$ cat config.mk
export PLATFORM = sky130hd
export DESIGN_NAME = control_pipeline
export DESIGN_NICKNAME = d
export VERILOG_FILES = /design/src/rtl/control_pipeline.sv
export SDC_FILE = /design/constraint.sdc
export NUM_CORES = 1
export LEC_CHECK = 0
export ABC_AREA = 1
export CAP_MARGIN = 15
export CORE_ASPECT_RATIO = 1.25
export CORE_UTILIZATION = 48
export CTS_CLUSTER_DIAMETER = 80
export DETAILED_ROUTE_END_ITERATION = 7
export HOLD_SLACK_MARGIN = 0.15
export PLACE_DENSITY_LB_ADDON = 0.12
export SYNTH_ARGS = -nofsm -noshare
export SYNTH_HDL_FRONTEND = slang
export SYNTH_SLANG_ARGS = --single-unit
$ cat constraint.sdc
create_clock -name clk -period 3.1 [get_ports clk]
set_input_delay 0.62 -clock clk [delete_from_list [all_inputs] [get_ports clk]]
set_output_delay 0.62 -clock clk [all_outputs]
set_load 0.01 [all_outputs]
$ cat src/rtl/control_pipeline.sv
// Decode-to-writeback control pipeline: carries the decoded control bundle through
// the E, M and W stage registers, stalls E for multi-cycle vector ALU ops, and squashes on flush.
module control_pipeline #(
    parameter int          REG_ADDR_WIDTH      = 4,
    parameter int          MULTI_CYCLE_LAT     = 3,
    parameter logic [2:0]  MULTI_CYCLE_ALUCTRL = 3'b010
) (
    input  logic                      clk,
    input  logic                      rst,
    input  logic                      validD,
    input  logic                      useScalarAluD,
    input  logic                      isScalarOutputD,
    input  logic                      isScalarReg1D,
    input  logic                      isScalarReg2D,
    input  logic                      useInmediateD,
    input  logic [2:0]                aluControlD,
    input  logic                      writeToMemoryEnableD,
    input  logic                      outFlagD,
    input  logic                      resultSelectorD,
    input  logic                      writeEnableScalarD,
    input  logic                      writeEnableVectorD,
    input  logic [REG_ADDR_WIDTH-1:0] rdD,
    input  logic                      flushE,
    output logic                      stallOut,
    output logic                      validE,
    output logic                      useScalarAluE,
    output logic                      isScalarOutputE,
    output logic                      isScalarReg1E,
    output logic                      isScalarReg2E,
    output logic                      useInmediateE,
    output logic [2:0]                aluControlE,
    output logic [REG_ADDR_WIDTH-1:0] rdE,
    output logic                      validM,
    output logic                      writeToMemoryEnableM,
    output logic                      outFlagM,
    output logic                      resultSelectorM,
    output logic                      writeEnableScalarM,
    output logic                      writeEnableVectorM,
    output logic [REG_ADDR_WIDTH-1:0] rdM,
    output logic                      validW,
    output logic                      resultSelectorW,
    output logic                      writeEnableScalarW,
    output logic                      writeEnableVectorW,
    output logic [REG_ADDR_WIDTH-1:0] rdW
);
    localparam int CW = $clog2(MULTI_CYCLE_LAT) + 1;
    localparam logic [CW-1:0] CNT_LOAD = CW'(MULTI_CYCLE_LAT - 1);

    typedef struct packed {
        logic                      valid;
        logic                      useScalarAlu;
        logic                      isScalarOutput;
        logic                      isScalarReg1;
        logic                      isScalarReg2;
        logic                      useInmediate;
        logic [2:0]                aluControl;
        logic                      writeToMemoryEnable;
        logic                      outFlag;
        logic                      resultSelector;
        logic                      writeEnableScalar;
        logic                      writeEnableVector;
        logic [REG_ADDR_WIDTH-1:0] rd;
    } e_bundle_t;

    typedef struct packed {
        logic                      valid;
        logic                      writeToMemoryEnable;
        logic                      outFlag;
        logic                      resultSelector;
        logic                      writeEnableScalar;
        logic                      writeEnableVector;
        logic [REG_ADDR_WIDTH-1:0] rd;
    } m_bundle_t;

    typedef struct packed {
        logic                      valid;
        logic                      resultSelector;
        logic                      writeEnableScalar;
        logic                      writeEnableVector;
        logic [REG_ADDR_WIDTH-1:0] rd;
    } w_bundle_t;

    e_bundle_t     r_e;
    m_bundle_t     r_m;
    w_bundle_t     r_w;
    logic [CW-1:0] r_cnt;

    e_bundle_t w_d;
    m_bundle_t w_e_to_m;
    logic      w_multi_d;
    logic      w_multi_e;
    logic      w_stall;

    // A non-valid decode slot enters E as an all-zero bubble.
    assign w_d = validD ? '{valid: 1'b1, useScalarAlu: useScalarAluD, isScalarOutput: isScalarOutputD,
                            isScalarReg1: isScalarReg1D, isScalarReg2: isScalarReg2D,
                            useInmediate: useInmediateD, aluControl: aluControlD,
                            writeToMemoryEnable: writeToMemoryEnableD, outFlag: outFlagD,
                            resultSelector: resultSelectorD, writeEnableScalar: writeEnableScalarD,
                            writeEnableVector: writeEnableVectorD, rd: rdD}
                        : '0;

    assign w_e_to_m = '{valid: r_e.valid, writeToMemoryEnable: r_e.writeToMemoryEnable,
                        outFlag: r_e.outFlag, resultSelector: r_e.resultSelector,
                        writeEnableScalar: r_e.writeEnableScalar,
                        writeEnableVector: r_e.writeEnableVector, rd: r_e.rd};

    assign w_multi_d = w_d.valid & ~w_d.useScalarAlu & (w_d.aluControl == MULTI_CYCLE_ALUCTRL);
    assign w_multi_e = r_e.valid & ~r_e.useScalarAlu & (r_e.aluControl == MULTI_CYCLE_ALUCTRL);
    assign w_stall   = w_multi_e & (r_cnt != '0);

    always_ff @(posedge clk or negedge rst) begin
        if (!rst) begin
            r_e   <= '0;
            r_m   <= '0;
            r_w   <= '0;
            r_cnt <= '0;
        end else begin
            r_w <= '{valid: r_m.valid, resultSelector: r_m.resultSelector,
                     writeEnableScalar: r_m.writeEnableScalar,
                     writeEnableVector: r_m.writeEnableVector, rd: r_m.rd};
            if (flushE) begin
                r_e   <= '0;
                r_m   <= '0;
                r_cnt <= '0;
            end else if (w_stall) begin
                // E holds its op; M receives a bubble while the count runs down.
                r_m   <= '0;
                r_cnt <= r_cnt - CW'(1);
            end else begin
                r_e   <= w_d;
                r_m   <= w_e_to_m;
                r_cnt <= w_multi_d ? CNT_LOAD : '0;
            end
        end
    end

    assign stallOut             = w_stall;
    assign validE               = r_e.valid;
    assign useScalarAluE        = r_e.useScalarAlu;
    assign isScalarOutputE      = r_e.isScalarOutput;
    assign isScalarReg1E        = r_e.isScalarReg1;
    assign isScalarReg2E        = r_e.isScalarReg2;
    assign useInmediateE        = r_e.useInmediate;
    assign aluControlE          = r_e.aluControl;
    assign rdE                  = r_e.rd;
    assign validM               = r_m.valid;
    assign writeToMemoryEnableM = r_m.writeToMemoryEnable;
    assign outFlagM             = r_m.outFlag;
    assign resultSelectorM      = r_m.resultSelector;
    assign writeEnableScalarM   = r_m.writeEnableScalar;
    assign writeEnableVectorM   = r_m.writeEnableVector;
    assign rdM                  = r_m.rd;
    assign validW               = r_w.valid;
    assign resultSelectorW      = r_w.resultSelector;
    assign writeEnableScalarW   = r_w.writeEnableScalar;
    assign writeEnableVectorW   = r_w.writeEnableVector;
    assign rdW                  = r_w.rd;

endmodule

==> results.cfg, run 1 <==
[drt]
top_signal_layer_used = met4
drt_first_iter_violations = 18
met3WireLength_um = 230
finalWirelength_mm = 2.80
drt_first_pass_iters = 4
ant_nets = 0
route.layer.met1.wl_mm = 1.09
dr_wl_met2_mm = 1.44
drt_drc_violations_left = 0
route.vias.total = 1141
drt-vias-per-instance = 4.81
drt-wirelength-per-cell_um = 11.8

[sta]
fin_setup_tns_ns = 0
slew_viol_final = 0
rsz0062_at_grt = no
finalWorstPathRequiredPeriod_ns = 2.56
layout_worst_path_cycle_share_pct = 82.7
timing.final.setup_violations = 0
timing_hold_violations_final = 0
worst_clock_skew_ns = 0.00671
maxClockFrequency_mhz = 390
worst_pin_slew_ns = 0.825
slew_headroom_pct = 45.0

[cells_and_area]
final_layout_size_suffix_gt1_share_pct = 11.9
antenna_cells = 0
postLayoutCoreUtil_pct = 69.6
area_used_by_multi_input_combinational_logic_um2 = 439
fill_cells = 248
final_nets = 223
final-seq-area_um2 = 976
area_growth_pct = 33.0

[yosys]
synth.yosys.seq_area_share_pct = 61.6
most_frequent_cells_after_synthesis = sky130_fd_sc_hd__dfrtp_1, sky130_fd_sc_hd__nand3_1, sky130_fd_sc_hd__nand2_1
ys.flop_type = sky130_fd_sc_hd__dfrtp_1
ys_seq_elements = 39
synth_warnings = 0
post-synth-top-count-cell = sky130_fd_sc_hd__dfrtp_1
mappedNetlistNets = 175
synth_edf_count = 0
synth_area_leaders = sky130_fd_sc_hd__dfrtp_1, sky130_fd_sc_hd__nand3_1, sky130_fd_sc_hd__nand2_1
synth_largest_area_cell = sky130_fd_sc_hd__dfrtp_1
synth_area_um2 = 1580
ys_async_sr_fraction_pct = 100
syn-mean-instance-area_um2 = 10.4
yosys.area.top_type_share_pct = 61.6
ys_types = 16
post_synthesis_cell_count = 152

[outcome]
outcome = complete, no violations

[clock_tree]
cts_tree = done
cts_post_setup_buffers_inserted = 0
cts.htree.levels = 2
tritoncts.num_buffers = 5
clock-root-buffer = sky130_fd_sc_hd__clkbuf_4
cts_hold_repair.buffers = 0
clock_tree.buffer_depth = 2
worstSkewPairLatency_ns = 0.34
cts.reportedPaths.clkPinSlew_ns = 0.11
post_cts.resized_instances = 0
clock_sinks = 39

[grt]
grt_max_degree = 40
wire_length_of_the_first_global_routing_pass_mm = 4.75
number_of_antenna_violations_at_the_first_check_in_global_routing = 0
grt_overflow = 0
grt_pass1_vias = 1109
grtUsageTotal_pct = 19.4

[worst_setup_path]
r2r.worst_path.cells = 8
cp_data_arrival_time_ns = 1.94
ff2ff_setup_slack_ns = 1.53
critical_path.reg2reg.endpoint = resultSelectorM
crit_end_element = output port
timing_worst_setup_path_type = reg -> out
cp_max_fo = 16
cp_data_required_time_ns = 2.48
critPathLaunch = r_cnt[0]
critical_path.startpoint_type = flip-flop
r2r_start = r_cnt[0]

[min_path]
type_of_the_tightest_min_delay_check = in -> async

[placed_design]
place.detailed.hpwl_mm = 2.01
numPortBuffers = 52
globalplace.congestion = 0.727

[pwr]
worst_ir_drop_vdd_uv = 368
power-per-cell-area_nw_per_um2 = 413
leakagePower_nw = 1.05

[job]
drv.max_cap_violation_count = 0

[die]
fp.dieW_um = 53.4
die_height_um = 66.2
design.portCount = 53
effective_utilization_at_floorplan_pct = 52.3
placement_rows = 22
die-area_um2 = 3540
core_area_um2 = 3030
## stage by stage
| step | hold WS (ns) | instances | worst slack [ns] | cell area (µm²) | power, mW |
|---|---|---|---|---|---|
| final | 0.366 | 237 | 0.536 | 2110 | 0.871 |
| after global routing | 0.397 | 237 | 0.417 | 2110 | 0.922 |
| after CTS | 0.386 | 237 | 0.505 | 2110 | 0.888 |
| after detailed placement | 0.366 | 229 | 0.915 | 2050 | 0.643 |
| after global placement | 0.355 | 229 | 0.956 | 2050 | 0.640 |
| after floorplan | 0.324 | 152 | 1.50 | 1580 | 0.581 |
## cells by family after synthesis
logic type	Yosys count	share of synthesized area, %
AOI/OAI and AO/OA	1	1.03
and+or+nand+nor	77	24.6
adders and majority gates	2	1.58
xor gates and xnor gates	1	0.553
DFF	39	61.6
buffers and inverters	32	10.7
## worst max path at each step
stage / end / slack, ns / cells after the start
3_5_place_dp: stallOut / 0.92 / 6
3_3_place_gp: stallOut / 0.96 / 6
6_report: stallOut / 0.54 / 6
4_1_cts: stallOut / 0.50 / 6
2_1_floorplan: stallOut / 1.50 / 6
5_1_grt: stallOut / 0.42 / 6
## cell usage in the layout (no fill, tap or decap)
| cell type | instances |
|---|---|
| sky130_fd_sc_hd__nand3_2 | 3 |
| sky130_fd_sc_hd__inv_2 | 2 |
| sky130_fd_sc_hd__nor2_8 | 1 |
| sky130_fd_sc_hd__inv_1 | 19 |
| sky130_fd_sc_hd__dfrtp_1 | 39 |
| sky130_fd_sc_hd__xnor2_1 | 1 |
| sky130_fd_sc_hd__nand2_1 | 21 |
| sky130_fd_sc_hd__nor2_1 | 19 |
| sky130_fd_sc_hd__clkinv_2 | 3 |
| sky130_fd_sc_hd__buf_2 | 1 |
| sky130_fd_sc_hd__nor2_2 | 4 |
| sky130_fd_sc_hd__nand3b_4 | 1 |
| sky130_fd_sc_hd__clkdlybuf4s50_1 | 51 |
| sky130_fd_sc_hd__nand3_1 | 25 |
| sky130_fd_sc_hd__ha_1 | 2 |
| sky130_fd_sc_hd__nand2_2 | 3 |
| sky130_fd_sc_hd__a21oi_4 | 1 |
| sky130_fd_sc_hd__clkbuf_4 | 5 |
## per-layer routing
| layer | track usage, % | vias up |
|---|---|---|
| li1 | - | 558 |
| met1 | 20.6 | 532 |
| met2 | 33.0 | 47 |
| met3 | 8.51 | 4 |
| met4 | 7.24 | 0 |
| met5 | 0 | - |
## power by group
part / internal (mW) / total [mW] / leakage (nW) / switching (mW)
logic: 0.0532 / 0.0987 / 0.483 / 0.0455
registers: 0.524 / 0.533 / 0.530 / 0.00895
clock network: 0.0843 / 0.239 / 0.0347 / 0.155
## worst max-delay path: stages, from the launching register on
cell and delay [ns]:
sky130_fd_sc_hd__dfrtp_1 0.37, sky130_fd_sc_hd__inv_1 0.06, sky130_fd_sc_hd__ha_1 0.20, sky130_fd_sc_hd__nand2_1 0.08
sky130_fd_sc_hd__nand2_2 0.09, sky130_fd_sc_hd__nor2_8 0.22, sky130_fd_sc_hd__clkdlybuf4s50_1 0.58
## final cells by class
cell class / count / area share [%]
tap: 36 / 2.14
multi-input combinational: 81 / 20.8
timing repair buffer: 52 / 24.5
sequential: 39 / 46.3
inverter: 21 / 3.74
clock inverter: 3 / 0.713
clock buffer: 5 / 1.78
## sequential cells by signal (all words and copies together), names as in the netlist, 3 cells and up
signal / cells
aluControlE: 3
rdM: 4
rdE: 4
r_e: 5
r_cnt: 3
rdW: 4
Power figures use the tool's default switching activity.
==> run 2, diff against run 1 <==
- CORE_UTILIZATION: 48 -> 40
- clock period: 3.1 -> 2.2 ns (I/O delays scaled with it)
==> results.cfg, run 2 (synthesis gave the netlist of run 1 again) <==
[pwr]
power-per-cell-area_nw_per_um2 = 717
worst_ir_drop_vdd_uv = 485
switching_share_pct = 20.9
p_sw_mw = 0.334
comb_power_share_pct = 8.9
power.share.sequential_pct = 46.9
leakagePower_nw = 1.11
clock_network_fraction_of_design_power_pct = 44.2
internal_power_mw = 1.27

[job]
drv.max_cap_violation_count = 0

[cells_and_area]
antenna_cells = 0
max_flop_register = r_e
final_nets = 225
final_layout_size_suffix_gt1_share_pct = 12.8
number_of_flip_flops_under_the_largest_register_name = 5
fill_cells = 333
area_used_by_multi_input_combinational_logic_um2 = 439
final-seq-area_um2 = 976
final_cell_mix = sky130_fd_sc_hd__clkdlybuf4s50_1, sky130_fd_sc_hd__dfrtp_1, sky130_fd_sc_hd__nand3_1
area_growth_pct = 40.8
layout_commonest_cell = sky130_fd_sc_hd__clkdlybuf4s50_1

[die]
die-area_um2 = 4220
core_area_um2 = 3780
design.portCount = 53
fp.dieW_um = 58.3
die_height_um = 72.4
effective_utilization_at_floorplan_pct = 41.9
placement_rows = 25

[outcome]
outcome = complete, no violations

[clock_tree]
worstSkewPairLatency_ns = 0.29
cts_post_setup_buffers_inserted = 0
cts_hold_repair.buffers = 0
clock-root-buffer = sky130_fd_sc_hd__clkbuf_8
cts_tree = done
clock_tree.buffer_depth = 2
tritoncts.num_buffers = 5
cts.reportedPaths.clkPinSlew_ns = 0.08
clock_sinks = 39
cts.htree.levels = 2
post_cts.resized_instances = 0

[sta]
rsz0062_at_grt = no
timing_hold_violations_final = 0
finalWorstPathRequiredPeriod_ns = 1.78
whs_ns = 0.248
slew_viol_final = 0
worst_clock_skew_ns = 0.00651
worst_pin_slew_ns = 0.847
layout_worst_path_cycle_share_pct = 80.8
maxClockFrequency_mhz = 563
timing.final.setup_violations = 0
fin_setup_tns_ns = 0
slew_headroom_pct = 43.5

[grt]
grtUsageTotal_pct = 16.0
wire_length_of_the_first_global_routing_pass_mm = 4.92
grt_overflow = 0
number_of_antenna_violations_at_the_first_check_in_global_routing = 0
grt_pass1_vias = 1097
grt_max_degree = 40

[worst_setup_path]
crit_end_element = output port
timing_worst_setup_path_type = reg -> out
cp_data_required_time_ns = 1.76
cp_max_fo = 2
critical_path.startpoint_type = flip-flop
cp_data_arrival_time_ns = 1.34
r2r.worst_path.cells = 8
r2r_start = r_cnt[0]
ff2ff_setup_slack_ns = 0.64
critical_path.reg2reg.endpoint = rdM[3]

[drt]
drt_first_pass_iters = 4
ant_nets = 0
drt_drc_violations_left = 0
drt-vias-per-instance = 4.47
drt_first_iter_violations = 33
route.vias.total = 1150
drt-wirelength-per-cell_um = 11.7
finalWirelength_mm = 3.00

[placed_design]
numPortBuffers = 52
place.detailed.hpwl_mm = 2.09
globalplace.congestion = 0.815

[min_path]
type_of_the_tightest_min_delay_check = in -> async
-- run 2: worst max-delay path by stage --
stage,startpoint,to,slack [ns]
2_1_floorplan,r_cnt[0],stallOut,0.78
3_3_place_gp,r_cnt[0],stallOut,0.39
3_5_place_dp,r_cnt[0],stallOut,0.36
4_1_cts,r_cnt[0],stallOut,0.03
5_1_grt,r_cnt[0],stallOut,0.34
6_report,r_cnt[0],stallOut,0.42
-- run 2: cell type report --
class                           count  share of cell area, %
Multi-Input combinational cell     81                   19.7
Timing Repair Buffer               54                   23.9
Sequential cell                    39                   43.7
Tap cell                           54                   3.03
Clock inverter                      3                   3.03
Clock buffer                        5                   3.08
Inverter                           21                   3.53
-- run 2: critical path, cell delays in order, from the launching register on --
cell	delay (ns)
sky130_fd_sc_hd__dfrtp_1	0.36
sky130_fd_sc_hd__inv_1	0.06
sky130_fd_sc_hd__ha_1	0.20
sky130_fd_sc_hd__nand2_1	0.08
sky130_fd_sc_hd__nand2_2	0.09
sky130_fd_sc_hd__nor2_8	0.09
sky130_fd_sc_hd__dlymetal6s2s_1	0.16
-- run 2: metal layers --
metal / routed length, µm / GRT usage, %
met1: 1200 / 18.0
met4: 53 / 7.14
met5: 0 / 0
met3: 182 / 4.46
met2: 1570 / 27.8
-- run 2: stage by stage --
stage | cells | power [mW] | util [%] | setup slack (ns) | cell area [µm²]
final | 257 | 1.60 | 58.9 | 0.423 | 2230
after global routing | 257 | 1.66 | 58.9 | 0.339 | 2230
after detailed placement | 249 | 0.909 | 55.3 | 0.356 | 2090
after floorplan | 152 | 0.819 | - | 0.779 | 1580
after CTS | 257 | 1.61 | 58.9 | 0.0269 | 2230
after global placement | 249 | 0.905 | 55.3 | 0.389 | 2090
-- run 2: power groups by stage --
stage	Clock [mW]	Combinational (mW)	Sequential, mW
after floorplan	0	0.0492	0.770
after global placement	0	0.142	0.764
after detailed placement	0	0.144	0.765
after CTS	0.719	0.145	0.751
after global routing	0.753	0.155	0.754
final	0.708	0.142	0.751
==> run 3, diff against run 2 <==
- CORE_UTILIZATION: 40 -> 45
- clock period: 2.2 -> 1.85 ns (I/O delays scaled with it)
==> results.cfg, run 3 (synthesis gave the netlist of run 1 again) <==
[outcome]
outcome = complete, no violations

[clock_tree]
cts_post_setup_buffers_inserted = 0
cts_tree = done
cts.reportedPaths.clkPinSlew_ns = 0.07
clock_tree.buffer_depth = 2
tritoncts.num_buffers = 5
cts.htree.levels = 2
clock_sinks = 39
clock-root-buffer = sky130_fd_sc_hd__clkbuf_8
worstSkewPairLatency_ns = 0.29

[drt]
drt_first_iter_violations = 25
finalWirelength_mm = 2.96
route.vias.total = 1164
drt-vias-per-instance = 4.81
drt-wirelength-per-cell_um = 12.2
drt_first_pass_iters = 4
ant_nets = 0
drt_drc_violations_left = 0

[die]
core_area_um2 = 3280
fp.dieW_um = 55.1
effective_utilization_at_floorplan_pct = 48.3
die-area_um2 = 3760
placement_rows = 23
die_height_um = 68.3
design.portCount = 53

[cells_and_area]
area_growth_pct = 38.9
max_flop_register = r_e
antenna_cells = 0
final_layout_size_suffix_gt1_share_pct = 13.7
layout_commonest_cell = sky130_fd_sc_hd__clkdlybuf4s50_1
fill_cells = 281
final_cell_mix = sky130_fd_sc_hd__clkdlybuf4s50_1, sky130_fd_sc_hd__dfrtp_1, sky130_fd_sc_hd__nand3_1
final_nets = 227
number_of_flip_flops_under_the_largest_register_name = 5

[job]
drv.max_cap_violation_count = 0

[worst_setup_path]
critical_path.startpoint_type = flip-flop
critPathLaunch = r_cnt[0]
crit_end_element = output port
r2r_start = r_cnt[0]
critical_path.reg2reg.endpoint = writeEnableVectorM
timing_worst_setup_path_type = reg -> out
cp_max_fo = 2
r2r.worst_path.cells = 8
cp_data_required_time_ns = 1.48
cp-endpoint = stallOut
cp_data_arrival_time_ns = 1.29
ff2ff_setup_slack_ns = 0.29

[sta]
slew_viol_final = 0
maxClockFrequency_mhz = 602
rsz0062_at_grt = no
finalWorstPathRequiredPeriod_ns = 1.66
worst_pin_slew_ns = 0.446
layout_worst_path_cycle_share_pct = 89.9
timing_hold_violations_final = 0
worst_clock_skew_ns = 0.00357
fin_setup_tns_ns = 0
slew_headroom_pct = 70.3
whs_ns = 0.372
timing.final.setup_violations = 0

[grt]
wire_length_of_the_first_global_routing_pass_mm = 4.93
grt_pass1_vias = 1196
grtUsageTotal_pct = 19.0
grt_max_degree = 21
number_of_antenna_violations_at_the_first_check_in_global_routing = 0
grt_overflow = 0

[placed_design]
numPortBuffers = 52
place.detailed.hpwl_mm = 2.16
globalplace.congestion = 0.698

[pwr]
worst_ir_drop_vdd_uv = 738
power-per-cell-area_nw_per_um2 = 812
leakagePower_nw = 1.10

[min_path]
type_of_the_tightest_min_delay_check = reg -> reg
[run 3: repair_timing]
action	in CTS	in global routing
hold endpoints to repair	19	0
hold buffers	1	0
resized for setup	1	2
pin swaps	0	0
setup endpoints to repair	1	1
[run 3: layout make-up]
type,instances,area [µm²],area share (%)
inverter,21,78.8,3.58
tap,37,46.3,2.10
sequential,39,976,44.3
clock inverter,2,35.0,1.59
clock buffer,6,82.6,3.75
multi-input combinational,81,439,20.0
timing repair buffer,56,543,24.7
[run 3: layer usage]
| layer | wire, µm | global-route usage [%] | share of wire [%] |
|---|---|---|---|
| met1 | 1130 | 18.7 | 38 |
| met2 | 1540 | 33.3 | 52 |
| met3 | 255 | 8.67 | 8.6 |
| met4 | 35 | 8.44 | 1.2 |
| met5 | 0 | 0 | 0 |
[run 3: power breakdown]
part | total [mW] | switching [mW] | leakage, nW | internal (mW)
Combinational | 0.171 | 0.0779 | 0.504 | 0.0933
Sequential | 0.892 | 0.0142 | 0.530 | 0.878
Clock | 0.723 | 0.287 | 0.0612 | 0.436
[run 3: critical path: stages, from the launching register on]
cell	delay (ns)
sky130_fd_sc_hd__dfrtp_1	0.35
sky130_fd_sc_hd__inv_1	0.06
sky130_fd_sc_hd__ha_1	0.21
sky130_fd_sc_hd__nand2_1	0.08
sky130_fd_sc_hd__nand2_2	0.08
sky130_fd_sc_hd__nor2_8	0.09
sky130_fd_sc_hd__clkbuf_2	0.13
[run 3: stage by stage]
| step | power (mW) | instances | instance area, µm² | setup WS (ns) | utilization [%] |
|---|---|---|---|---|---|
| floorplan | 0.974 | 152 | 1580 | 0.499 | - |
| global route | 1.87 | 242 | 2200 | 0.109 | 67.1 |
| detailed placement | 1.08 | 233 | 2080 | 0.0749 | 63.3 |
| finish | 1.79 | 242 | 2200 | 0.188 | 67.1 |
| global placement | 1.08 | 233 | 2080 | 0.115 | 63.3 |
| CTS | 1.81 | 242 | 2200 | 0.0237 | 67.2 |
[run 3: how the worst min path moves through the flow]
stage / end / slack [ns] / start / cells past startpoint
after floorplan: aluControlE[0] / 0.07 / rst / 0
after global placement: validW / 0.34 / rst / 1
after detailed placement: rdW[0] / 0.34 / rst / 1
after CTS: validW / 0.37 / validM / 0
after global routing: rdW[2] / 0.38 / rdM[2] / 0
final: validW / 0.37 / validM / 0
